<file path="src/rtl/cpu_pkg.sv">
// Shared datapath constants: PC width, return-stack depth and pc_src mux encodings.
package cpu_pkg;

    localparam int PC_W            = 12;
    localparam int RET_STACK_DEPTH = 8;

    typedef enum logic [1:0] {
        PC_INC    = 2'b00,
        PC_JUMP   = 2'b01,
        PC_RET    = 2'b10,
        PC_BRANCH = 2'b11
    } pc_src_t;

endpackage

</file>
<file path="src/rtl/call_stack.sv">
// Hardware return-address stack: CALL pushes pc+1, RET pops.
// top_addr is combinational from registered state, so the PC mux can use it on the popping edge.
module call_stack
    import cpu_pkg::*;
#(
    parameter int ADDR_W = PC_W,
    parameter int DEPTH  = RET_STACK_DEPTH,
    parameter int CNT_W  = $clog2(DEPTH + 1)
) (
    input  logic              clk,
    input  logic              rst,
    input  logic              push,
    input  logic              pop,
    input  logic [ADDR_W-1:0] push_addr,
    output logic [ADDR_W-1:0] top_addr,
    output logic [CNT_W-1:0]  count,
    output logic              empty,
    output logic              full,
    output logic              stack_overflow,
    output logic              stack_underflow
);

    localparam int IDX_W = (DEPTH > 1) ? $clog2(DEPTH) : 1;

    logic [ADDR_W-1:0] mem [DEPTH];
    logic [CNT_W-1:0]  sp_reg;
    logic              overflow_reg;
    logic              underflow_reg;

    logic              empty_int;
    logic              full_int;
    logic [IDX_W-1:0]  top_idx;
    logic [IDX_W-1:0]  push_idx;
    logic [IDX_W-1:0]  wr_idx;
    logic              wr_en;

    assign empty_int = (sp_reg == '0);
    assign full_int  = (sp_reg == CNT_W'(DEPTH));

    // Only meaningful when not empty; consumers guard with empty_int.
    assign top_idx  = IDX_W'(sp_reg - CNT_W'(1));
    assign push_idx = IDX_W'(sp_reg);

    always_comb begin
        wr_en  = 1'b0;
        wr_idx = push_idx;
        if (!rst && push) begin
            if (pop) begin
                wr_en  = 1'b1;
                // Push+pop on a non-empty stack replaces the top; on empty it lands in slot 0.
                wr_idx = empty_int ? '0 : top_idx;
            end else if (!full_int) begin
                wr_en  = 1'b1;
                wr_idx = push_idx;
            end
        end
    end

    // Storage is deliberately not reset.
    always_ff @(posedge clk) begin
        if (wr_en) begin
            mem[wr_idx] <= push_addr;
        end
    end

    always_ff @(posedge clk) begin
        if (rst) begin
            sp_reg        <= '0;
            overflow_reg  <= 1'b0;
            underflow_reg <= 1'b0;
        end else begin
            case ({push, pop})
                2'b10: begin
                    if (full_int) overflow_reg <= 1'b1;
                    else          sp_reg       <= sp_reg + CNT_W'(1);
                end
                2'b01: begin
                    if (empty_int) underflow_reg <= 1'b1;
                    else           sp_reg        <= sp_reg - CNT_W'(1);
                end
                2'b11: begin
                    if (empty_int) begin
                        sp_reg        <= CNT_W'(1);
                        underflow_reg <= 1'b1;
                    end
                end
                default: ;
            endcase
        end
    end

    assign top_addr        = empty_int ? '0 : mem[top_idx];
    assign count           = sp_reg;
    assign empty           = empty_int;
    assign full            = full_int;
    assign stack_overflow  = overflow_reg;
    assign stack_underflow = underflow_reg;

endmodule
</file>
<file path="config.mk">
export PLATFORM = sky130hd
export DESIGN_NAME = call_stack
export DESIGN_NICKNAME = d
export VERILOG_FILES = /design/src/rtl/cpu_pkg.sv /design/src/rtl/call_stack.sv
export SDC_FILE = /design/constraint.sdc
export NUM_CORES = 1
export LEC_CHECK = 0
export BUFFER_PORTS_ARGS = -buffer_cell sky130_fd_sc_hd__buf_4
export CAP_MARGIN = 40
export CORE_MARGIN = 3
export CORE_UTILIZATION = 36
export DETAILED_ROUTE_END_ITERATION = 8
export HOLD_SLACK_MARGIN = 0.15
export SLEW_MARGIN = 20
export SYNTH_ARGS = -nofsm -noshare
export SYNTH_HDL_FRONTEND = slang
export SYNTH_SLANG_ARGS = --single-unit
</file>
<file path="constraint.sdc">
create_clock -name clk -period 2.9 [get_ports clk]
set_input_delay 0.58 -clock clk [delete_from_list [all_inputs] [get_ports clk]]
set_output_delay 0.58 -clock clk [all_outputs]
set_load 0.02 [all_outputs]
</file>
==> out/summary.txt, run 1 <==
Core Rows: 39
Least-Margin Pin Slew: 0.561 ns
Fillcell total: 1011
Pin count of the biggest net entering global routing: 33
Syn nets: 264
Reg-to-reg startpoint: count[1]$_SDFFE_PP0P_
Core area: 11500 µm²
Placed Area: 4840 µm²
Unrepaired setup endpoints after global routing: false
Max-slew violation count: 0
Final WL: 8.62 mm
Area growth syn-to-layout: 21.0%
Library cells used by synthesis: 38
Startpoint Class: register
Critical path arrival: 2.17 ns
Ys Warns: 0
Crit-path max FO: 14
Hold Slack: 0.461 ns
Final Cycle Share: 0.948
Final Hold Viols: 0
Die ar.: 13200 µm²
Netlist Area Pre-Place: 4260 µm²
Worst setup margin: 0.151 ns
CP required: 2.32 ns
Min cycle time layout: 2.75 ns
Clock Latency Late Sink: 0.34 ns
CTS Buffer Depth: 2
Global-route wire length before repair: 13.6 mm
Final setup viols: 0
Die H: 115 µm
DR iter-0 viols: 137
Leakage: 1.82 nW
GRT Resource Usage Total: 0.141
Largest cells by area after synthesis: edfxtp_1 (68%), mux4_2 (13%), dfxtp_1 (2.8%)
Status: complete, no violations
Main synth FF type: edfxtp_1
Antenna violations before repair: 0
Relative slew slack: 0.615
HPWL after DPL: 5.78 mm
WL/cell: 19.1 µm
# H-tree levels: 3
Worst setup path category: register to output pin
Vias: 2315
Fin Clk Skew: 0.00516 ns
Yosys reg bits: 102
Fin area: 5160 µm²
Maxcap violations: 0
Die span in x: 115 µm
Proportion of layout cells with a drive suffix above 1: 0.383
Vias in the first global route: 2375
Starting Density: 0.370
Area leader, netlist: edfxtp_1
Reg area: 3010 µm²
Routed Antenna Nets: 0
Hold endpoint: stack_overflow$_SDFFE_PP0P_
Congestion Overflow GR: 0
Post-synth EDFFs: 96
Post-synth ARST share: 0
Yosys top cell area share: 0.676
DRT Pass-1 Iters: 4
CTS root buffer: clkbuf_16
Via-to-Cell Ratio: 5.13
Pwr per Cell Area: 768 nW/µm²
Syn avg cell area: 17.4 µm²
Fin nets: 322
Clk slew on worst S/H paths: 0.07 ns
CP endpoint kind: output pin
Multi-input gate area: 1110 µm²
Max frequency: 364 MHz
Core Util, Final: 0.448
CTS buffer count: 9
Total clock sinks: 102
CTS tree: built
Critical R2R Capture: mem[4][9]$_DFFE_PP_
Diodes inserted: 0
Depth of the worst hold-timing path: 2
Post-synthesis sequential area ratio: 0.704
Reg2Reg Depth: 7
Hold Startpoint: rst
Synth Instances: 245
Setup WS pre-CTS: 0.302 ns
Hold WC Path Type: input port to register
Power, Total: 3.96 mW
Worst vdd ir: 425 µV
RePlAce Congestion: 0.830
Reg2Reg Setup Slack: 0.55 ns
Post-CTS setup buffers: 0
I/O pin cnt: 36
DRC: 0
Buffers on Ports: 35
==> how the worst max path moves through the flow <==
stage	start	endpoint	slack, ns	depth (start not counted)
floorplan	count[0]$_SDFFE_PP0P_	mem[0][0]$_DFFE_PP_	-0.14	7
global placement	count[1]$_SDFFE_PP0P_	top_addr[2]	0.42	7
detailed placement	count[1]$_SDFFE_PP0P_	top_addr[9]	0.30	7
CTS	count[1]$_SDFFE_PP0P_	top_addr[2]	0.01	7
global route	count[1]$_SDFFE_PP0P_	top_addr[2]	0.04	7
finish	count[1]$_SDFFE_PP0P_	top_addr[11]	0.15	7
==> synthesized netlist by cell type (2+ instances only) <==
cell type  number
mux2i_1         4
dfxtp_1         6
o22ai_1        12
mux2_2          2
nor2_1          7
inv_1          18
a21oi_1         9
edfxtp_1       96
clkbuf_1        3
mux4_2         24
o21ai_1         2
buf_6           3
ha_1            3
nor2b_1         3
nand2b_1        3
a211oi_1        2
nand2_1         2
clkinv_1       10
nor3_1         12
inv_2           2
o21a_1          2
buf_2           4
==> cell type report <==
| class | instances | share of cell area |
|---|---|---|
| multi-input combinational | 101 | 0.215 |
| tap | 143 | 0.0347 |
| inverter | 30 | 0.0218 |
| clock buffer | 9 | 0.0437 |
| clock inverter | 7 | 0.0155 |
| timing repair buffer | 59 | 0.0866 |
| sequential | 102 | 0.583 |
==> registers in the layout, indices dropped and copies added, names as in the netlist <==
| register | flops |
|---|---|
| stack_underflow | 1 |
| stack_overflow | 1 |
| count | 4 |
| mem | 96 |
==> timing repair <==
action                     CTS  global route
setup endpoints to repair   11            10
hold buffers                 0             0
resized for setup            2             2
==> per-stage QoR <==
step / TNS (ns) / instances
2_1_floorplan: -3.28 / 245
3_3_place_gp: 0 / 435
3_5_place_dp: 0 / 435
4_1_cts: 0 / 451
5_1_grt: 0 / 451
6_report: 0 / 451
==> placed cells by master, fill, tap and decap left out, types with 2 or more instances in the layout <==
cell type / instances
a211oi_1: 2
a21oi_1: 8
buf_4: 58
clkbuf_16: 9
clkinv_1: 10
dfxtp_1: 4
dfxtp_2: 2
edfxtp_1: 96
ha_1: 3
inv_1: 18
inv_2: 2
inv_6: 2
mux2_2: 2
mux2i_1: 3
mux4_2: 24
nand2_1: 2
nand2b_1: 3
nor2_1: 7
nor2b_1: 3
nor3_1: 4
nor3_2: 8
o21a_1: 2
o21ai_1: 2
o22ai_1: 12
==> critical path, cell delays in order, from the launching register on <==
cell     delay [ns]
dfxtp_2        0.41
inv_1          0.10
ha_1           0.31
buf_4          0.25
mux4_2         0.22
inv_1          0.04
o22ai_1        0.28
buf_4          0.21
==> power by group <==
group	leakage (nW)	internal, mW	total (mW)	switching [mW]
logic	0.751	0.454	1.04	0.589
clock network	0.148	0.681	1.22	0.543
registers	0.917	1.67	1.69	0.0229
total	1.82	2.81	3.96	1.15
==> cells by family after synthesis <==
group	count (synthesis)	share of synthesized area
flops	102	0.704
simple gates	32	0.0414
buf+inv	42	0.0467
compound gates	36	0.0572
mux	30	0.141
fa+ha+maj	3	0.00881
==> layer usage <==
layer  up-vias  track usage  part of all wire
met5         -            0                 0
li1       1074            -                 -
met3         8       0.0389             0.050
met2        57        0.232              0.50
met4         0       0.0469             0.013
met1      1176        0.183              0.44
No activity file was read; power rests on OpenSTA's default activity.
==> inputs of run 2 (changes only) <==
--- a/config.mk
+++ b/config.mk
@@ -8,9 +8,10 @@
 export BUFFER_PORTS_ARGS = -buffer_cell sky130_fd_sc_hd__buf_4
 export CAP_MARGIN = 40
 export CORE_MARGIN = 3
-export CORE_UTILIZATION = 36
+export CORE_UTILIZATION = 59
 export DETAILED_ROUTE_END_ITERATION = 8
 export HOLD_SLACK_MARGIN = 0.15
+export PLACE_DENSITY = 0.79
 export SLEW_MARGIN = 20
 export SYNTH_ARGS = -nofsm -noshare
 export SYNTH_HDL_FRONTEND = slang
==> out/summary.txt, run 2 (same netlist as run 1, synthesis figures left out) <==
Critical path arrival: 2.21 ns (was 2.17 ns)
Final Hold Viols: 0 (unchanged)
Via-to-Cell Ratio: 5.87 (was 5.13)
Relative slew slack: 0.629 (was 0.615)
Buffers on Ports: 35 (unchanged)
Max FFs per register: 96 (unchanged)
Startpoint Class: register (unchanged)
CP required: 2.32 ns (about the same)
Global-route wire length before repair: 13.1 mm (was 13.6 mm)
Most frequent cells in the layout: edfxtp_1 (96), buf_4 (56), mux4_2 (24) (was edfxtp_1 (96), buf_4 (58), mux4_2 (24))
I/O pin cnt: 36 (unchanged)
Most used cell, CP: buf_4
Reg2Reg Depth: 7 (unchanged)
Depth of the worst hold-timing path: 2 (unchanged)
Vias: 2353 (was 2315)
CP max stage cell: mux2i_2 (was dfxtp_2)
Diodes inserted: 0 (unchanged)
Antenna violations before repair: 0 (unchanged)
Critical R2R Capture: mem[5][11]$_DFFE_PP_ (was mem[4][9]$_DFFE_PP_)
Core Rows: 30 (was 39)
Area growth syn-to-layout: 16.6% (was 21.0%)
CTS tree: built (unchanged)
Congestion Overflow GR: 0 (unchanged)
Pwr per Cell Area: 711 nW/µm² (was 768 nW/µm²)
Status: complete, no violations (unchanged)
GRT Resource Usage Total: 0.213 (was 0.141)
Leakage: 1.74 nW (was 1.82 nW)
Die H: 91 µm (was 115 µm)
Fin Clk Skew: 0.00536 ns (was 0.00516 ns)
CP Depth: 6 (was 7)
Crit-path max cell delay: 0.46 ns (was 0.41 ns)
Clock Latency Late Sink: 0.35 ns (was 0.34 ns)
Worst setup path category: register to output pin (unchanged)
Fin nets: 319 (was 322)
Crit path to: top_addr[2] (was top_addr[11])
CP top delay family: buffers and inverters (unchanged)
Vias in the first global route: 2394 (was 2375)
CTS buffer count: 9 (unchanged)
Crit-path max FO: 9 (was 14)
Maxcap violations: 0 (unchanged)
CTS root buffer: clkbuf_8 (was clkbuf_16)
Final Cycle Share: 0.962 (was 0.948)
Hold Slack: 0.443 ns (was 0.461 ns)
Launch point of the critical path: count[1]$_SDFFE_PP0P_ (unchanged)
# H-tree levels: 3 (unchanged)
Pin count of the biggest net entering global routing: 33 (unchanged)
Die ar.: 8280 µm² (was 13200 µm²)
Max-slew violation count: 0 (unchanged)
Commonest non-fill, non-tap cell in the layout: edfxtp_1 (unchanged)
Die span in x: 91 µm (was 115 µm)
Total clock sinks: 102 (unchanged)
Power, Total: 3.53 mW (was 3.96 mW)
HPWL after DPL: 5.42 mm (was 5.78 mm)
Final WL: 8.11 mm (was 8.62 mm)
Hold WC Path Type: input port to register (unchanged)
Clk slew on worst S/H paths: 0.09 ns (was 0.07 ns)
Reg-to-reg startpoint: count[1]$_SDFFE_PP0P_ (unchanged)
Hold-fix buffers at CTS: 0 (unchanged)
Biggest register: mem (unchanged)
Routed Antenna Nets: 0 (unchanged)
Min cycle time layout: 2.79 ns (was 2.75 ns)
DRT Pass-1 Iters: 4 (unchanged)
CP endpoint kind: output pin (unchanged)
CP cell instances: inv_1 > ha_1 > mux2i_2 > buf_4 > o22ai_1 > buf_4 (was inv_1 > ha_1 > buf_4 > mux4_2 > inv_1 > o22ai_1 > buf_4)
CTS Buffer Depth: 2 (unchanged)
Hold Startpoint: rst (unchanged)
Sum of buffers and inverters on the critical path: 3 (was 4)
Proportion of layout cells with a drive suffix above 1: 0.377 (was 0.383)
Least-Margin Pin Slew: 0.541 ns (was 0.561 ns)
Core area: 6910 µm² (was 11500 µm²)
Reg2Reg Setup Slack: 0.39 ns (was 0.55 ns)
Post-CTS setup buffers: 0 (unchanged)
Setup TNS: 0 ns (unchanged)
Final setup viols: 0 (unchanged)
DR iter-0 viols: 227 (was 137)
Unrepaired setup endpoints after global routing: false (unchanged)
Max frequency: 359 MHz (was 364 MHz)
DRC: 0 (unchanged)
Worst vdd ir: 406 µV (was 425 µV)
WL/cell: 20.2 µm (was 19.1 µm)
Starting Density: 0.617 (was 0.370)
RePlAce Congestion: 0.816 (was 0.830)
run 2: routing by layer:
metal	global-route usage	vias to the layer above	wire [µm]
met4	0.0653	0	146
met2	0.345	91	4170
met1	0.287	1180	3330
met5	0	-	0
li1	-	1070	-
met3	0.0530	12	461
run 2: layout make-up:
type,instances,area [µm²]
clock inverter,7,57.6
timing repair buffer,56,420
inverter,30,113
tap,96,120
multi-input combinational,101,1130
sequential,102,3010
fill,459,1940
clock buffer,9,124
run 2: worst min path at each step:
stage / endpoint
after CTS: count[0]$_SDFFE_PP0P_
after global placement: stack_underflow$_SDFFE_PP0P_
after global routing: mem[4][7]$_DFFE_PP_
after detailed placement: stack_overflow$_SDFFE_PP0P_
final: count[0]$_SDFFE_PP0P_
after floorplan: stack_underflow$_SDFFE_PP0P_
run 2: through the flow:
step	util	instance area, µm²	setup slack (ns)	instances
finish	0.719	4970	0.111	401
global route	0.719	4970	0.00392	401
CTS	0.716	4950	0.0401	401
detailed placement	0.689	4760	0.211	385
global placement	0.689	4760	0.491	385
floorplan	-	4270	-0.136	245
run 2: where the power goes:
group	switching [mW]	internal [mW]
Sequential	0.0236	1.67
Clock	0.481	0.322
Combinational	0.585	0.452
Total	1.09	2.44
run 2: timing repair:
| action | 4_1_cts | 5_1_grt |
|---|---|---|
| gates cloned | 0 | 0 |
| setup endpoints to repair | 11 | 7 |
| gates resized for setup | 3 | 3 |
==> inputs of run 3 (changes only) <==
==> constraint.sdc (replaced) <==
create_clock -name clk -period 2.9 [get_ports clk]
set_input_delay 0.435 -clock clk [delete_from_list [all_inputs] [get_ports clk]]
set_output_delay 0.435 -clock clk [all_outputs]
set_load 0.02 [all_outputs]
==> out/summary.txt, run 3 (same netlist as run 1, synthesis figures left out) <==
Crit path to: top_addr[11] (was top_addr[2])
HPWL after DPL: 5.04 mm (was 5.42 mm)
Maxcap violations: 0 (unchanged)
Most frequent cells in the layout: edfxtp_1 (96), buf_4 (51), mux4_2 (24) (was edfxtp_1 (96), buf_4 (56), mux4_2 (24))
Core Util, Final: 0.717 (was 0.719)
Final Hold Viols: 0 (unchanged)
Antenna violations before repair: 0 (unchanged)
Fillcell total: 457 (was 459)
Starting Density: 0.617 (unchanged)
Reg2Reg Setup Slack: 0.64 ns (was 0.39 ns)
CP endpoint kind: output pin (unchanged)
CTS buffer count: 9 (unchanged)
Final setup viols: 0 (unchanged)
Leakage: 1.74 nW (about the same)
Total clock sinks: 102 (unchanged)
Die H: 91 µm (unchanged)
Core Rows: 30 (unchanged)
Fin Clk Skew: 0.0120 ns (was 0.00536 ns)
Core area: 6910 µm² (unchanged)
CTS tree: built (unchanged)
Reg-to-reg startpoint: count[0]$_SDFFE_PP0P_ (was count[1]$_SDFFE_PP0P_)
Commonest non-fill, non-tap cell in the layout: edfxtp_1 (unchanged)
Max-slew violation count: 0 (unchanged)
Setup TNS: 0 ns (unchanged)
Startpoint Class: register (unchanged)
Min cycle time layout: 2.69 ns (was 2.79 ns)
Sw Share: 0.292 (was 0.308)
Die span in x: 91 µm (unchanged)
Routed Antenna Nets: 0 (unchanged)
Buffers on Ports: 35 (unchanged)
Flop pwr share: 0.462 (was 0.479)
Crit-path max FO: 9 (unchanged)
Dpl cells: 380 (was 385)
RePlAce Congestion: 0.843 (was 0.816)
Vias: 2282 (was 2353)
Clk slew on worst S/H paths: 0.09 ns (about the same)
I/O pin cnt: 36 (unchanged)
Biggest register: mem (unchanged)
DRT Pass-1 Iters: 4 (unchanged)
CTS root buffer: clkbuf_8 (unchanged)
Global-route wire length before repair: 12.9 mm (was 13.1 mm)
Hold WC Path Type: input port to register (unchanged)
Final WL: 7.75 mm (was 8.11 mm)
Relative slew slack: 0.604 (was 0.629)
Worst setup margin: 0.210 ns (was 0.111 ns)
Hold Startpoint: rst (unchanged)
Fin area: 4950 µm² (was 4970 µm²)
Comb pwr share: 0.271 (was 0.294)
Diodes inserted: 0 (unchanged)
Status: complete, no violations (unchanged)
Switching power: 1.07 mW (was 1.09 mW)
Critical R2R Capture: mem[3][5]$_DFFE_PP_ (was mem[5][11]$_DFFE_PP_)
Least-Margin Pin Slew: 0.578 ns (was 0.541 ns)
Unrepaired setup endpoints after global routing: false (unchanged)
Max FFs per register: 96 (unchanged)
Critical path arrival: 2.25 ns (was 2.21 ns)
Fin nets: 314 (was 319)
WL/cell: 19.6 µm (was 20.2 µm)
Post-CTS setup buffers: 0 (unchanged)
Pin count of the biggest net entering global routing: 33 (unchanged)
Vias in the first global route: 2350 (was 2394)
Worst setup path category: register to output pin (unchanged)
Die ar.: 8280 µm² (unchanged)
CTS Buffer Depth: 2 (unchanged)
Clock share of power: 0.267 (was 0.227)
Placed Area: 4720 µm² (was 4760 µm²)
Via-to-Cell Ratio: 5.76 (was 5.87)
Max frequency: 372 MHz (was 359 MHz)
CP required: 2.47 ns (was 2.32 ns)
Clock Latency Late Sink: 0.36 ns (was 0.35 ns)
DRC: 0 (unchanged)
Int Pwr: 2.60 mW (was 2.44 mW)
Final Cycle Share: 0.928 (was 0.962)
Layout Cells excl Fill: 396 (was 401)
GRT Resource Usage Total: 0.210 (was 0.213)
Area growth syn-to-layout: 16.2% (was 16.6%)
Congestion Overflow GR: 0 (unchanged)
Pwr per Cell Area: 741 nW/µm² (was 711 nW/µm²)
# H-tree levels: 3 (unchanged)
Hold Slack: 0.291 ns (was 0.443 ns)
Setup WS pre-CTS: 0.457 ns (was 0.211 ns)
Reg2Reg Depth: 7 (unchanged)
Proportion of layout cells with a drive suffix above 1: 0.367 (was 0.377)
Worst vdd ir: 450 µV (was 406 µV)
Hold-fix buffers at CTS: 0 (unchanged)
Power, Total: 3.67 mW (was 3.53 mW)
Launch point of the critical path: count[1]$_SDFFE_PP0P_ (unchanged)
DR iter-0 viols: 203 (was 227)
run 3: changes by cell type in the layout (fill, tap and decap cells not counted):
cell and change:
a21oi_4 -1, mux2i_1 +1, bufinv_16 +2, mux2i_4 -1
clkinv_2 +1, clkinv_1 -1, buf_4 -5, inv_6 +1
clkinv_4 -3, a21oi_2 +1
run 3: power by group through the flow:
stage | Sequential, mW | Clock, mW | Combinational, mW
2_1_floorplan | 1.74 | 0 | 0.649
3_3_place_gp | 1.73 | 0 | 0.984
3_5_place_dp | 1.73 | 0 | 0.995
4_1_cts | 1.70 | 1.00 | 1.00
5_1_grt | 1.70 | 1.07 | 1.08
6_report | 1.70 | 0.980 | 0.996
run 3: worst max-delay path, stage by stage, from the launching register on:
cell and delay [ns]:
dfxtp_2 0.42, inv_1 0.10, ha_1 0.25, a21oi_2 0.25, mux2i_1 0.23, buf_4 0.26, o22ai_1 0.20, buf_4 0.19
run 3: how the worst min path moves through the flow:
stage                                               to  slack, ns  depth (start not counted)
after floorplan                    mem[0][0]$_DFFE_PP_       0.53                          0
after global placement     stack_overflow$_SDFFE_PP0P_       0.45                          2
after detailed placement  stack_underflow$_SDFFE_PP0P_       0.47                          2
after CTS                        count[0]$_SDFFE_PP0P_       0.27                          2
after global routing               mem[1][2]$_DFFE_PP_       0.29                          1
final                            count[0]$_SDFFE_PP0P_       0.29                          2
run 3: layout make-up:
type                            instances  area [µm²]  area share
Inverter                               30         113      0.0227
Timing Repair Buffer                   51         383      0.0773
Tap cell                               96         120      0.0242
Clock buffer                            9         124      0.0250
Multi-Input combinational cell        101        1110       0.224
Clock inverter                          7         101      0.0205
Sequential cell                       102        3010       0.607
run 3: per-layer routing:
layer	global-route usage	up-vias	wire length, µm	part of all wire
li1	-	1054	-	-
met1	0.304	1146	3390	0.44
met2	0.323	73	3780	0.49
met3	0.0398	9	443	0.057
met4	0.0766	0	130	0.017
met5	0	-	0	0
run 3: repair_timing:
item | in CTS | in global routing
resized for setup | 0 | 3
setup endpoints to repair | 1 | 12
endpoints found under the hold margin | 0 | 0
